==> src/rtl/regfile_dbg_pkg.sv <==
// Shared types and sizes for the register-file debug initiator.
package regfile_dbg_pkg;
  localparam int unsigned XLEN  = 32;
  localparam int unsigned AW    = 5;
  localparam int unsigned NREGS = 32;
  localparam int unsigned CNT_W = AW + 1;

  typedef enum logic [2:0] {
    ST_RUN,
    ST_DRAIN,
    ST_HALT,
    ST_WR,
    ST_RD,
    ST_RSP,
    ST_DUMP_RD,
    ST_DUMP_RSP
  } dbg_state_e;

  typedef struct packed {
    logic            we;
    logic [AW-1:0]   addr;
    logic [XLEN-1:0] wdata;
  } dbg_cmd_t;
endpackage

==> src/rtl/regfile_port_mux.sv <==
// Selects between core port values and debug-owned port values for the register file.
module regfile_port_mux
  import regfile_dbg_pkg::*;
(
  input  logic            sel,
  input  logic            core_reg_wr,
  input  logic [AW-1:0]   core_waddr,
  input  logic [XLEN-1:0] core_wdata,
  input  logic [AW-1:0]   core_raddr1,
  input  logic [AW-1:0]   core_raddr2,
  input  logic            dbg_reg_wr,
  input  logic [AW-1:0]   dbg_waddr,
  input  logic [XLEN-1:0] dbg_wdata,
  input  logic [AW-1:0]   dbg_raddr1,
  output logic            rf_reg_wr,
  output logic [AW-1:0]   rf_waddr,
  output logic [XLEN-1:0] rf_wdata,
  output logic [AW-1:0]   rf_raddr1,
  output logic [AW-1:0]   rf_raddr2
);

  always_comb begin
    rf_reg_wr = core_reg_wr;
    rf_waddr  = core_waddr;
    rf_wdata  = core_wdata;
    rf_raddr1 = core_raddr1;
    rf_raddr2 = core_raddr2;
    if (sel) begin
      rf_reg_wr = dbg_reg_wr;
      rf_waddr  = dbg_waddr;
      rf_wdata  = dbg_wdata;
      rf_raddr1 = dbg_raddr1;
      rf_raddr2 = '0;
    end
  end

endmodule

==> src/rtl/regfile_dbg_access.sv <==
// Debug initiator: passes core register-file traffic through in RUN, and once halted
// serves single debug reads/writes and full-register dumps over valid/ready channels.
module regfile_dbg_access
  import regfile_dbg_pkg::*;
(
  input  logic            clk,
  input  logic            rst,
  input  logic            halt_req,
  output logic            halted,
  input  logic            core_reg_wr,
  input  logic [AW-1:0]   core_waddr,
  input  logic [XLEN-1:0] core_wdata,
  input  logic [AW-1:0]   core_raddr1,
  input  logic [AW-1:0]   core_raddr2,
  output logic            rf_reg_wr,
  output logic [AW-1:0]   rf_waddr,
  output logic [XLEN-1:0] rf_wdata,
  output logic [AW-1:0]   rf_raddr1,
  output logic [AW-1:0]   rf_raddr2,
  input  logic [XLEN-1:0] rf_rdata1,
  input  logic            dbg_valid,
  output logic            dbg_ready,
  input  logic            dbg_we,
  input  logic [AW-1:0]   dbg_addr,
  input  logic [XLEN-1:0] dbg_wdata,
  input  logic            dump_start,
  output logic            rsp_valid,
  input  logic            rsp_ready,
  output logic [XLEN-1:0] rsp_data,
  output logic [AW-1:0]   rsp_addr,
  output logic            rsp_last
);

  localparam logic [CNT_W-1:0] LAST_IDX = CNT_W'(NREGS - 1);

  dbg_state_e      state;
  dbg_cmd_t        cmd;
  logic [CNT_W-1:0] cnt;
  logic            dbg_reg_wr;
  logic [AW-1:0]   dbg_raddr1;

  // Debug-side port drive, derived from the current state and latched command.
  always_comb begin
    dbg_reg_wr = (state == ST_WR);
    dbg_raddr1 = (state == ST_DUMP_RD) ? cnt[AW-1:0] : cmd.addr;
  end

  regfile_port_mux u_port_mux (
    .sel         (halted),
    .core_reg_wr (core_reg_wr),
    .core_waddr  (core_waddr),
    .core_wdata  (core_wdata),
    .core_raddr1 (core_raddr1),
    .core_raddr2 (core_raddr2),
    .dbg_reg_wr  (dbg_reg_wr),
    .dbg_waddr   (cmd.addr),
    .dbg_wdata   (cmd.wdata),
    .dbg_raddr1  (dbg_raddr1),
    .rf_reg_wr   (rf_reg_wr),
    .rf_waddr    (rf_waddr),
    .rf_wdata    (rf_wdata),
    .rf_raddr1   (rf_raddr1),
    .rf_raddr2   (rf_raddr2)
  );

  always_ff @(posedge clk) begin
    if (rst) begin
      state     <= ST_RUN;
      halted    <= 1'b0;
      dbg_ready <= 1'b0;
      rsp_valid <= 1'b0;
      rsp_data  <= '0;
      rsp_addr  <= '0;
      rsp_last  <= 1'b0;
      cnt       <= '0;
      cmd       <= '0;
    end else begin
      case (state)
        ST_RUN: begin
          if (halt_req) state <= ST_DRAIN;
        end
        // One extra pass-through cycle lets a core write already in flight land.
        ST_DRAIN: begin
          state     <= ST_HALT;
          halted    <= 1'b1;
          dbg_ready <= 1'b1;
        end
        ST_HALT: begin
          if (!halt_req) begin
            state     <= ST_RUN;
            halted    <= 1'b0;
            dbg_ready <= 1'b0;
          end else if (dump_start) begin
            state     <= ST_DUMP_RD;
            cnt       <= '0;
            dbg_ready <= 1'b0;
          end else if (dbg_valid) begin
            cmd       <= '{we: dbg_we, addr: dbg_addr, wdata: dbg_wdata};
            state     <= dbg_we ? ST_WR : ST_RD;
            dbg_ready <= 1'b0;
          end
        end
        ST_WR: begin
          rsp_valid <= 1'b1;
          rsp_data  <= (cmd.addr == '0) ? '0 : cmd.wdata;
          rsp_addr  <= cmd.addr;
          rsp_last  <= 1'b1;
          state     <= ST_RSP;
        end
        ST_RD: begin
          rsp_valid <= 1'b1;
          rsp_data  <= rf_rdata1;
          rsp_addr  <= cmd.addr;
          rsp_last  <= 1'b1;
          state     <= ST_RSP;
        end
        ST_RSP: begin
          if (rsp_ready) begin
            rsp_valid <= 1'b0;
            rsp_last  <= 1'b0;
            dbg_ready <= 1'b1;
            state     <= ST_HALT;
          end
        end
        ST_DUMP_RD: begin
          rsp_valid <= 1'b1;
          rsp_data  <= rf_rdata1;
          rsp_addr  <= cnt[AW-1:0];
          rsp_last  <= (cnt == LAST_IDX);
          state     <= ST_DUMP_RSP;
        end
        ST_DUMP_RSP: begin
          if (rsp_ready) begin
            rsp_valid <= 1'b0;
            rsp_last  <= 1'b0;
            if (cnt == LAST_IDX) begin
              cnt       <= '0;
              dbg_ready <= 1'b1;
              state     <= ST_HALT;
            end else begin
              cnt   <= cnt + CNT_W'(1);
              state <= ST_DUMP_RD;
            end
          end
        end
        default: state <= ST_RUN;
      endcase
    end
  end

endmodule

==> config.mk <==
export PLATFORM = sky130hd
export DESIGN_NAME = regfile_dbg_access
export DESIGN_NICKNAME = d
export VERILOG_FILES = /design/src/rtl/regfile_dbg_pkg.sv /design/src/rtl/regfile_port_mux.sv /design/src/rtl/regfile_dbg_access.sv
export SDC_FILE = /design/constraint.sdc
export NUM_CORES = 1
export LEC_CHECK = 0
export ABC_CLOCK_PERIOD_IN_PS = 3150
export BUFFER_PORTS_ARGS = -buffer_cell sky130_fd_sc_hd__buf_2
export CAP_MARGIN = 20
export CORE_MARGIN = 10
export CORE_UTILIZATION = 40
export CTS_CLUSTER_DIAMETER = 200
export CTS_CLUSTER_SIZE = 8
export DETAILED_ROUTE_END_ITERATION = 6
export PLACE_DENSITY_LB_ADDON = 0.25
export REMOVE_ABC_BUFFERS = 1
export SYNTH_ARGS = -nofsm -noshare
export SYNTH_HDL_FRONTEND = slang
export SYNTH_SLANG_ARGS = --single-unit
==> constraint.sdc <==
create_clock -name clk -period 3.15 [get_ports clk]
set_input_delay 0.945 -clock clk [delete_from_list [all_inputs] [get_ports clk]]
set_output_delay 0.945 -clock clk [all_outputs]
set_load 0.005 [all_outputs]
==> results of run 1 <==
==> through the flow <==
| stage | setup slack [ps] | hold WS (ps) | util | area, sq um |
|---|---|---|---|---|
| detailed placement | 596 | 467 | 0.524 | 5460 |
| global route | 265 | 497 | 0.541 | 5640 |
| global placement | 661 | 459 | 0.524 | 5460 |
| CTS | 409 | 478 | 0.541 | 5640 |
| finish | 404 | 479 | 0.541 | 5640 |
| floorplan | 373 | 440 | - | 4090 |
==> worst register-to-register path: stages, from the launching register on <==
cell and delay (ps):
dfxtp_2 620, buf_4 300, nand2b_1 500, buf_4 430, o22ai_1 160, a2bb2oi_1 190
nor2_1 50
==> registers in the layout, summed over array words and instances, names as in the netlist <==
register	count
cnt	6
state	3
cmd	37
halted	1
rsp_valid	1
rsp_last	1
dbg_ready	1
rsp_addr	5
rsp_data	32
==> cell type report <==
class	instances	share of cell area
Sequential cell	87	0.309
Clock buffer	12	0.0293
Clock inverter	3	0.00311
Inverter	7	0.00466
Tap cell	136	0.0302
Timing Repair Buffer	222	0.210
Multi-Input combinational cell	382	0.413
==> metal layers <==
| layer | vias to the layer above | part of all wire |
|---|---|---|
| li1 | 2242 | - |
| met2 | 211 | 0.47 |
| met3 | 17 | 0.10 |
| met1 | 2147 | 0.42 |
| met5 | - | 0 |
| met4 | 0 | 0.014 |
==> cells by family after synthesis <==
kind of cell / count (synthesis) / synth area share
AND/OR/NAND/NOR: 162 / 0.162
buffers and inverters: 49 / 0.0547
adder cells (fa/ha/maj): 1 / 0.00291
XOR/XNOR: 2 / 0.00408
flip-flops: 87 / 0.405
multiplexers: 43 / 0.111
AO/OA/AOI/OAI: 174 / 0.260
==> power breakdown <==
part           switching (W)  internal [W]
combinational       0.000584      0.000655
clock               0.000401      0.000345
sequential         0.0000955       0.00120
==> how the worst max path moves through the flow <==
stage,from,end,slack [ps]
floorplan,halted,rf_reg_wr,370
global placement,halt_req,cmd[21],660
detailed placement,halt_req,cmd[29],600
CTS,state[2],rf_raddr1[1],410
global route,state[2],rf_raddr1[4],260
finish,state[2],rf_raddr1[1],400
==> placed cells by master (no fill, tap or decap), types with 6 or more instances in the layout <==
| cell type | netlist | final |
|---|---|---|
| buf_4 | 0 | 6 |
| a211oi_1 | 6 | 6 |
| clkbuf_8 | 0 | 12 |
| a2bb2oi_1 | 33 | 33 |
| nand2_1 | 83 | 83 |
| inv_1 | 6 | 6 |
| o22ai_1 | 33 | 33 |
| nor2_1 | 51 | 51 |
| mux2_2 | 38 | 38 |
| a21oi_1 | 78 | 78 |
| buf_2 | 17 | 212 |
| dfxtp_1 | 87 | 85 |
==> flow_metrics.tcl, run 1 <==
set metrics [dict create \
    synth_top_area_frac 0.405 \
    finalMaxSlewViolations 0 \
    dp_hpwl_microns 10900 \
    via_count 4617 \
    power.total_w 0.00328 \
    r2r-start "state[2]" \
    cts_tree "yes" \
    syn_area_per_cell_sq_um 8.29 \
    clk_pin_slew_ps 90 \
    grt_overflow 0 \
    crit_slowest_cell "dfxtp_2" \
    dieArea_sq_mm 0.0153 \
    synth_cell_types 47 \
    finalClockSkew_ps 7.03 \
    grt_use_met2 0.299 \
    yosysWarnings 0 \
    fin_crit_ps 2750 \
    rr_endpoint "rsp_data[0]" \
    ys_seq_area_frac 0.405 \
    portBuffers 212 \
    drtIter0Drc 312 \
    worstRegToRegCells 6 \
    min_path_cells 2 \
    r2r_setup_slack_ps 790 \
    hold_buffers 0 \
    cts_max_level 3 \
    cp.required_ps 2200 \
    synth_flop_cell "dfxtp_1" \
    ys_seq_elements 87 \
    min_path_type "register to register" \
    num_io_pins 213 \
    ys_async_sr_fraction 0 \
    worstSetupPathDepth 4 \
    crit_path_start_kind "register" \
    p_leak_nw 2.53 \
    synth-edff-count 0 \
    fp-row-count 37 \
    yosys.cell_count.top_type "dfxtp_1" \
    rsz0062_at_grt "no" \
    core_sq_mm 0.0104 \
    hold_viol_final 0 \
    grt_usage 0.188 \
    crit_family "flip-flops" \
    setup_tns_ps 0 \
    grtUsageMet3 0.0633 \
    grt_pass1_wl_microns 23400 \
    setup_viol 0 \
    die_y_microns 124 \
    crit_path_end_kind "output port" \
    antenna_found_initial 0 \
    fill_cells 979 \
    status "finished, final reports clean" \
    path_cells "nand3_2 -> mux2i_1 -> a21oi_1 -> buf_2" \
    syn_to_final_growth_pct 31.2 \
    wire_per_inst_microns 17.9 \
    clockBufferDepth 2 \
    busiest_layer "met2" \
    nets 834 \
    finalNonFillerCells 849 \
    max_slew_margin 0.419 \
    grt_pass1_vias 4697 \
    layout.area.seq_sq_mm 0.00174 \
    max_freq_mhz 364 \
    yosys-top-cells-area "dfxtp_1 41%, mux2_2 10%, a21oi_1 9.1%" \
    cts_root_buf "clkbuf_8" \
    gp_congestion 0.898 \
    cts_made_buffers 9 \
    crit_fanout 19 \
    maxCapViolCount 0 \
    route.detailed.drc 0 \
    tightest_slew_ps 872 \
    clock_sinks 87 \
    hold_start "cmd[12]" \
    slowest_delay_ps 620 \
    viasPerCell 5.44 \
    syn_inst 518 \
    grt_max_degree 70 \
    multi_input_area_sq_mm 0.00233 \
    yosysTopAreaCell "dfxtp_1" \
    worstSetupPathType "register to output port" \
    placed_cells 834 \
    cts_resized 0 \
    grtUsageMet1 0.234 \
    postCtsSetupBuffers 0 \
    n_antenna_cell 0 \
    drtPass1Iterations 4 \
    critPathArrivalTime_ps 1800 \
    antenna_left 0 \
    ir_drop_v 0.000214 \
    die_w_microns 124 \
    post-route-period-util 0.872 \
    clk_latency_ps 360 \
    routed_wl_microns 15200 \
    hold_end "cmd[12]" \
    synth.top_cells.by_count "87 x dfxtp_1, 83 x nand2_1, 78 x a21oi_1" \
    start_util 0.412 \
    power_density_mw_per_mm2 582 \
    synthesis.area_sq_mm 0.00430 \
    crit_buf_inv 1 \
    drive_gt1_frac 0.401 \
]
Power figures use the tool's default switching activity.
==> run 2, diff against run 1 <==
--- a/config.mk
+++ b/config.mk
@@ -13,6 +13,7 @@
 export CTS_CLUSTER_DIAMETER = 200
 export CTS_CLUSTER_SIZE = 8
 export DETAILED_ROUTE_END_ITERATION = 6
+export GPL_TIMING_DRIVEN = 0
 export PLACE_DENSITY_LB_ADDON = 0.25
 export REMOVE_ABC_BUFFERS = 1
 export SYNTH_ARGS = -nofsm -noshare
==> flow_metrics.tcl, run 2 (synthesized netlist as in run 1, its figures left out) <==
set metrics [dict create \
    status "finished, final reports clean" \
    ir_drop_v 0.000236 \
    syn_to_final_growth_pct 30.2 \
    crit_start "state[0]" \
    path_cells "inv_4 -> nand3_2 -> mux2i_1 -> a21oi_1 -> buf_2" \
    antenna_left 0 \
    final_core_util 0.537 \
    fin_ws_ps 237 \
    die_w_microns 124 \
    via_count 4641 \
    gp_congestion 0.889 \
    dp_slack_ps 262 \
    tightest_slew_ps 947 \
    viasPerCell 5.50 \
    drtPass1Iterations 4 \
    crit_path_end_kind "output port" \
    hold_start "rsp_last" \
    post-route-period-util 0.925 \
    crit_slowest_cell "dfxtp_2" \
    postLayoutCellArea_sq_mm 0.00559 \
    dieArea_sq_mm 0.0153 \
    layout_common_cells "211 x buf_2, 84 x dfxtp_1, 82 x nand2_1" \
    placed_cells 828 \
    clockBufferDepth 2 \
    grt_max_degree 85 \
    regMostFlops "cmd" \
    slowest_delay_ps 420 \
    start_util 0.412 \
    dp_hpwl_microns 10800 \
    cts_max_level 3 \
    drtIter0Drc 276 \
    antenna_found_initial 0 \
    setup_viol 0 \
    fill_cells 1003 \
    critPathArrivalTime_ps 1970 \
    r2r_setup_slack_ps 860 \
    wire_per_inst_microns 18.1 \
    hold_viol_final 0 \
    maxCapViolCount 0 \
    cts_made_buffers 9 \
    min_path_type "register to register" \
    worstSetupPathType "register to output port" \
    finalNonFillerCells 844 \
    clk_pin_slew_ps 80 \
    layout_commonest_cell "buf_2" \
    power_density_mw_per_mm2 582 \
    cp.required_ps 2200 \
    reg_top3 "cmd x37, rsp_data x32, cnt x6" \
    fin_crit_ps 2910 \
    p_leak_nw 2.50 \
    n_antenna_cell 0 \
    rsz0062_at_grt "no" \
    largest_register_ffs 37 \
    max_freq_mhz 343 \
    core_sq_mm 0.0104 \
    grt_usage 0.187 \
    dpl_cell_area_sq_mm 0.00541 \
    finalMaxSlewViolations 0 \
    finalClockSkew_ps 9.96 \
    cts_root_buf "clkbuf_8" \
    route.detailed.drc 0 \
    crit_path_start_kind "register" \
    nets 828 \
    cts_tree "yes" \
    grt_pass1_wl_microns 23200 \
    clock_sinks 87 \
    grt_overflow 0 \
    grt_pass1_vias 4588 \
    drive_gt1_frac 0.398 \
    num_io_pins 213 \
    crit_fanout 35 \
    portBuffers 212 \
    power.total_w 0.00325 \
    clk_latency_ps 360 \
    routed_wl_microns 15300 \
    max_slew_margin 0.368 \
    r2r-start "state[1]" \
    fp-row-count 37 \
    die_y_microns 124 \
]
[run 2: cell count changes in the layout (fill, tap and decap cells not counted), sizes merged]
cell,change
buf,-6
clkbuf,+1
[run 2: layout make-up]
cell class / instances / area (sq um) / share of cell area
clock buffers: 13 / 159 / 0.0284
clock inverters: 3 / 17.5 / 0.00313
inverters: 7 / 28.8 / 0.00515
multi-input cells: 382 / 2340 / 0.418
flip-flops and latches: 87 / 1750 / 0.312
well taps: 136 / 170 / 0.0304
repair buffers: 216 / 1130 / 0.203
[run 2: worst max-delay path, delay by kind of cell, from the launching register on]
family | cells | cell delay [ps]
AOI/OAI and AO/OA | 1 | 100
muxes | 1 | 320
DFF | 1 | 420
and+or+nand+nor | 1 | 270
buffers and inverters | 2 | 510
[run 2: what timing repair did]
item	4_1_cts	5_1_grt
pin swaps	0	0
gates resized for setup	1	2
hold buffers	0	0
setup buffers	0	0
endpoints found under the setup margin	5	6
[run 2: metrics by stage]
step	hold WS, ps	TNS [ps]
finish	472	0
global route	484	0
CTS	472	0
detailed placement	462	0
global placement	454	-59330
floorplan	440	0
[run 2: final timing paths]
check | cells after the start | to
worst max-delay path | 5 | rf_raddr1[1]
worst min-delay path | 2 | rsp_last
worst max register to register | 4 | cmd[16]
worst min register to register | 2 | rsp_last
[run 2: layer usage]
metal / vias to the layer above / part of all wire / GRT usage
met3: 14 / 0.11 / 0.0661
met5: - / 0 / 0
met1: 2177 / 0.41 / 0.224
met4: 0 / 0.011 / 0.0684
met2: 218 / 0.47 / 0.304
li1: 2232 / - / -
[run 2: power breakdown]
part	switching, W	leakage [nW]	total [W]	internal, W
clock	0.000391	0.0894	0.000719	0.000328
sequential	0.000134	0.705	0.00134	0.00120
combinational	0.000553	1.71	0.00120	0.000644
==> run 3, diff against run 2 <==
--- a/config.mk
+++ b/config.mk
@@ -8,13 +8,15 @@
 export ABC_CLOCK_PERIOD_IN_PS = 3150
 export BUFFER_PORTS_ARGS = -buffer_cell sky130_fd_sc_hd__buf_2
 export CAP_MARGIN = 20
+export CELL_PAD_IN_SITES_DETAIL_PLACEMENT = 1
+export CELL_PAD_IN_SITES_GLOBAL_PLACEMENT = 1
 export CORE_MARGIN = 10
-export CORE_UTILIZATION = 40
+export CORE_UTILIZATION = 35
 export CTS_CLUSTER_DIAMETER = 200
 export CTS_CLUSTER_SIZE = 8
 export DETAILED_ROUTE_END_ITERATION = 6
 export GPL_TIMING_DRIVEN = 0
-export PLACE_DENSITY_LB_ADDON = 0.25
+export PLACE_DENSITY_LB_ADDON = 0.3
 export REMOVE_ABC_BUFFERS = 1
 export SYNTH_ARGS = -nofsm -noshare
 export SYNTH_HDL_FRONTEND = slang
==> flow_metrics.tcl, run 3 (synthesized netlist as in run 1, its figures left out) <==
set metrics [dict create \
    finalClockSkew_ps 6.02 \
    clock_sinks 87 \
    antenna_found_initial 0 \
    top_layer "met4" \
    postCtsSetupBuffers 0 \
    fp-row-count 40 \
    n_antenna_cell 0 \
    drtPass1Iterations 4 \
    rsz0062_at_grt "no" \
    cts_root_buf "clkbuf_16" \
    fin_crit_ps 2940 \
    path_cells "inv_4 -> nand3_2 -> mux2i_1 -> a21oi_1 -> buf_2" \
    dieArea_sq_mm 0.0171 \
    status "finished, final reports clean" \
    post-route-period-util 0.935 \
    start_util 0.358 \
    p_leak_nw 2.54 \
    setup_tns_ps 0 \
    tightest_slew_ps 967 \
    clockBufferDepth 2 \
    min_path_type "register to register" \
    wire_per_inst_microns 20.5 \
    drive_gt1_frac 0.396 \
    cp.required_ps 2200 \
    crit_path_end_kind "output port" \
    wl_met2_microns 8590 \
    clk_pin_slew_ps 60 \
    core_sq_mm 0.0120 \
    routed_wl_microns 17400 \
    nets 827 \
    portBuffers 212 \
    cts_tree "yes" \
    max_slew_margin 0.355 \
    hold_buffers 0 \
    wl_met1_microns 7070 \
    grt_pass1_wl_microns 26900 \
    regMostFlops "cmd" \
    via_count 4659 \
    clk_latency_ps 340 \
    num_io_pins 213 \
    die_y_microns 131 \
    placed_cells 838 \
    finalMaxSlewViolations 0 \
    cts_max_level 3 \
    syn_to_final_growth_pct 32.5 \
    power.total_w 0.00356 \
    maxCapViolCount 0 \
    max_freq_mhz 340 \
    finalNonFillerCells 852 \
    grt_max_degree 85 \
    ir_drop_v 0.000217 \
    antenna_left 0 \
    crit_slowest_cell "dfxtp_2" \
    met3_length_microns 1520 \
    die_w_microns 131 \
    power_density_mw_per_mm2 626 \
    hold_viol_final 0 \
    grt_pass1_vias 5255 \
    critPathArrivalTime_ps 2000 \
    layout_commonest_cell "buf_2" \
    worstSetupPathType "register to output port" \
    grt_usage 0.198 \
    cts_made_buffers 9 \
    reg_top3 "cmd x37, rsp_data x32, cnt x6" \
    crit_path_start_kind "register" \
    slowest_delay_ps 420 \
    drtIter0Drc 236 \
    setup_viol 0 \
    viasPerCell 5.47 \
    route.detailed.drc 0 \
    gp_congestion 0.795 \
    layout_common_cells "211 x buf_2, 84 x dfxtp_1, 82 x nand2_1" \
    dp_hpwl_microns 12400 \
    largest_register_ffs 37 \
    crit_fanout 35 \
    grt_overflow 0 \
]
## run 3: cell count changes in the layout (fill, tap and decap cells not counted), sizes merged
| cell | change |
|---|---|
| clkinvlp | -1 |
| clkinv | -1 |
| buf | -1 |
## run 3: layout make-up
class	count	area, sq um
clock buffers	13	260
repair buffers	215	1130
flip-flops and latches	87	1750
multi-input cells	382	2340
inverters	7	28.8
clock inverters	1	5.00
well taps	147	184
fillers	1522	6320
## run 3: critical path: cells and delay by family (launching register included)
| kind | cells | cell delay, ps |
|---|---|---|
| AOI/OAI and AO/OA | 1 | 110 |
| muxes | 1 | 340 |
| buffers and inverters | 2 | 510 |
| DFF | 1 | 420 |
| and+or+nand+nor | 1 | 260 |
## run 3: worst paths after layout
| check | cells after the start | from | endpoint | slack (ps) |
|---|---|---|---|---|
| max | 5 | state[0] | rf_raddr1[3] | 210 |
| min | 2 | rsp_last | rsp_last | 470 |
| max reg2reg | 5 | state[1] | rsp_data[3] | 710 |
| min reg2reg | 2 | rsp_last | rsp_last | 470 |
## run 3: layer usage
metal  vias up  global-route usage
li1       2231                   -
met3        20              0.0697
met2       164               0.349
met5         -                   0
met1      2244               0.217
met4         0              0.0654
## run 3: repair_timing
action,in CTS,in global routing
cloned,0,0
endpoints found under the setup margin,5,6
gates resized for setup,1,2
## run 3: report_power, final
group	internal, W	switching [W]	total, W
clock network	0.000568	0.000425	0.000993
registers	0.00121	0.000150	0.00136
logic	0.000644	0.000570	0.00121
total	0.00242	0.00115	0.00356
## run 3: per-stage QoR
stage | setup slack [ps] | hold WS, ps | instance area (sq um) | util
floorplan | 373 | 440 | 4090 | -
global placement | -1130 | 456 | 5330 | 0.444
detailed placement | 227 | 470 | 5420 | 0.451
CTS | 22.0 | 480 | 5690 | 0.473
global route | 75.1 | 497 | 5690 | 0.474
finish | 205 | 475 | 5690 | 0.474
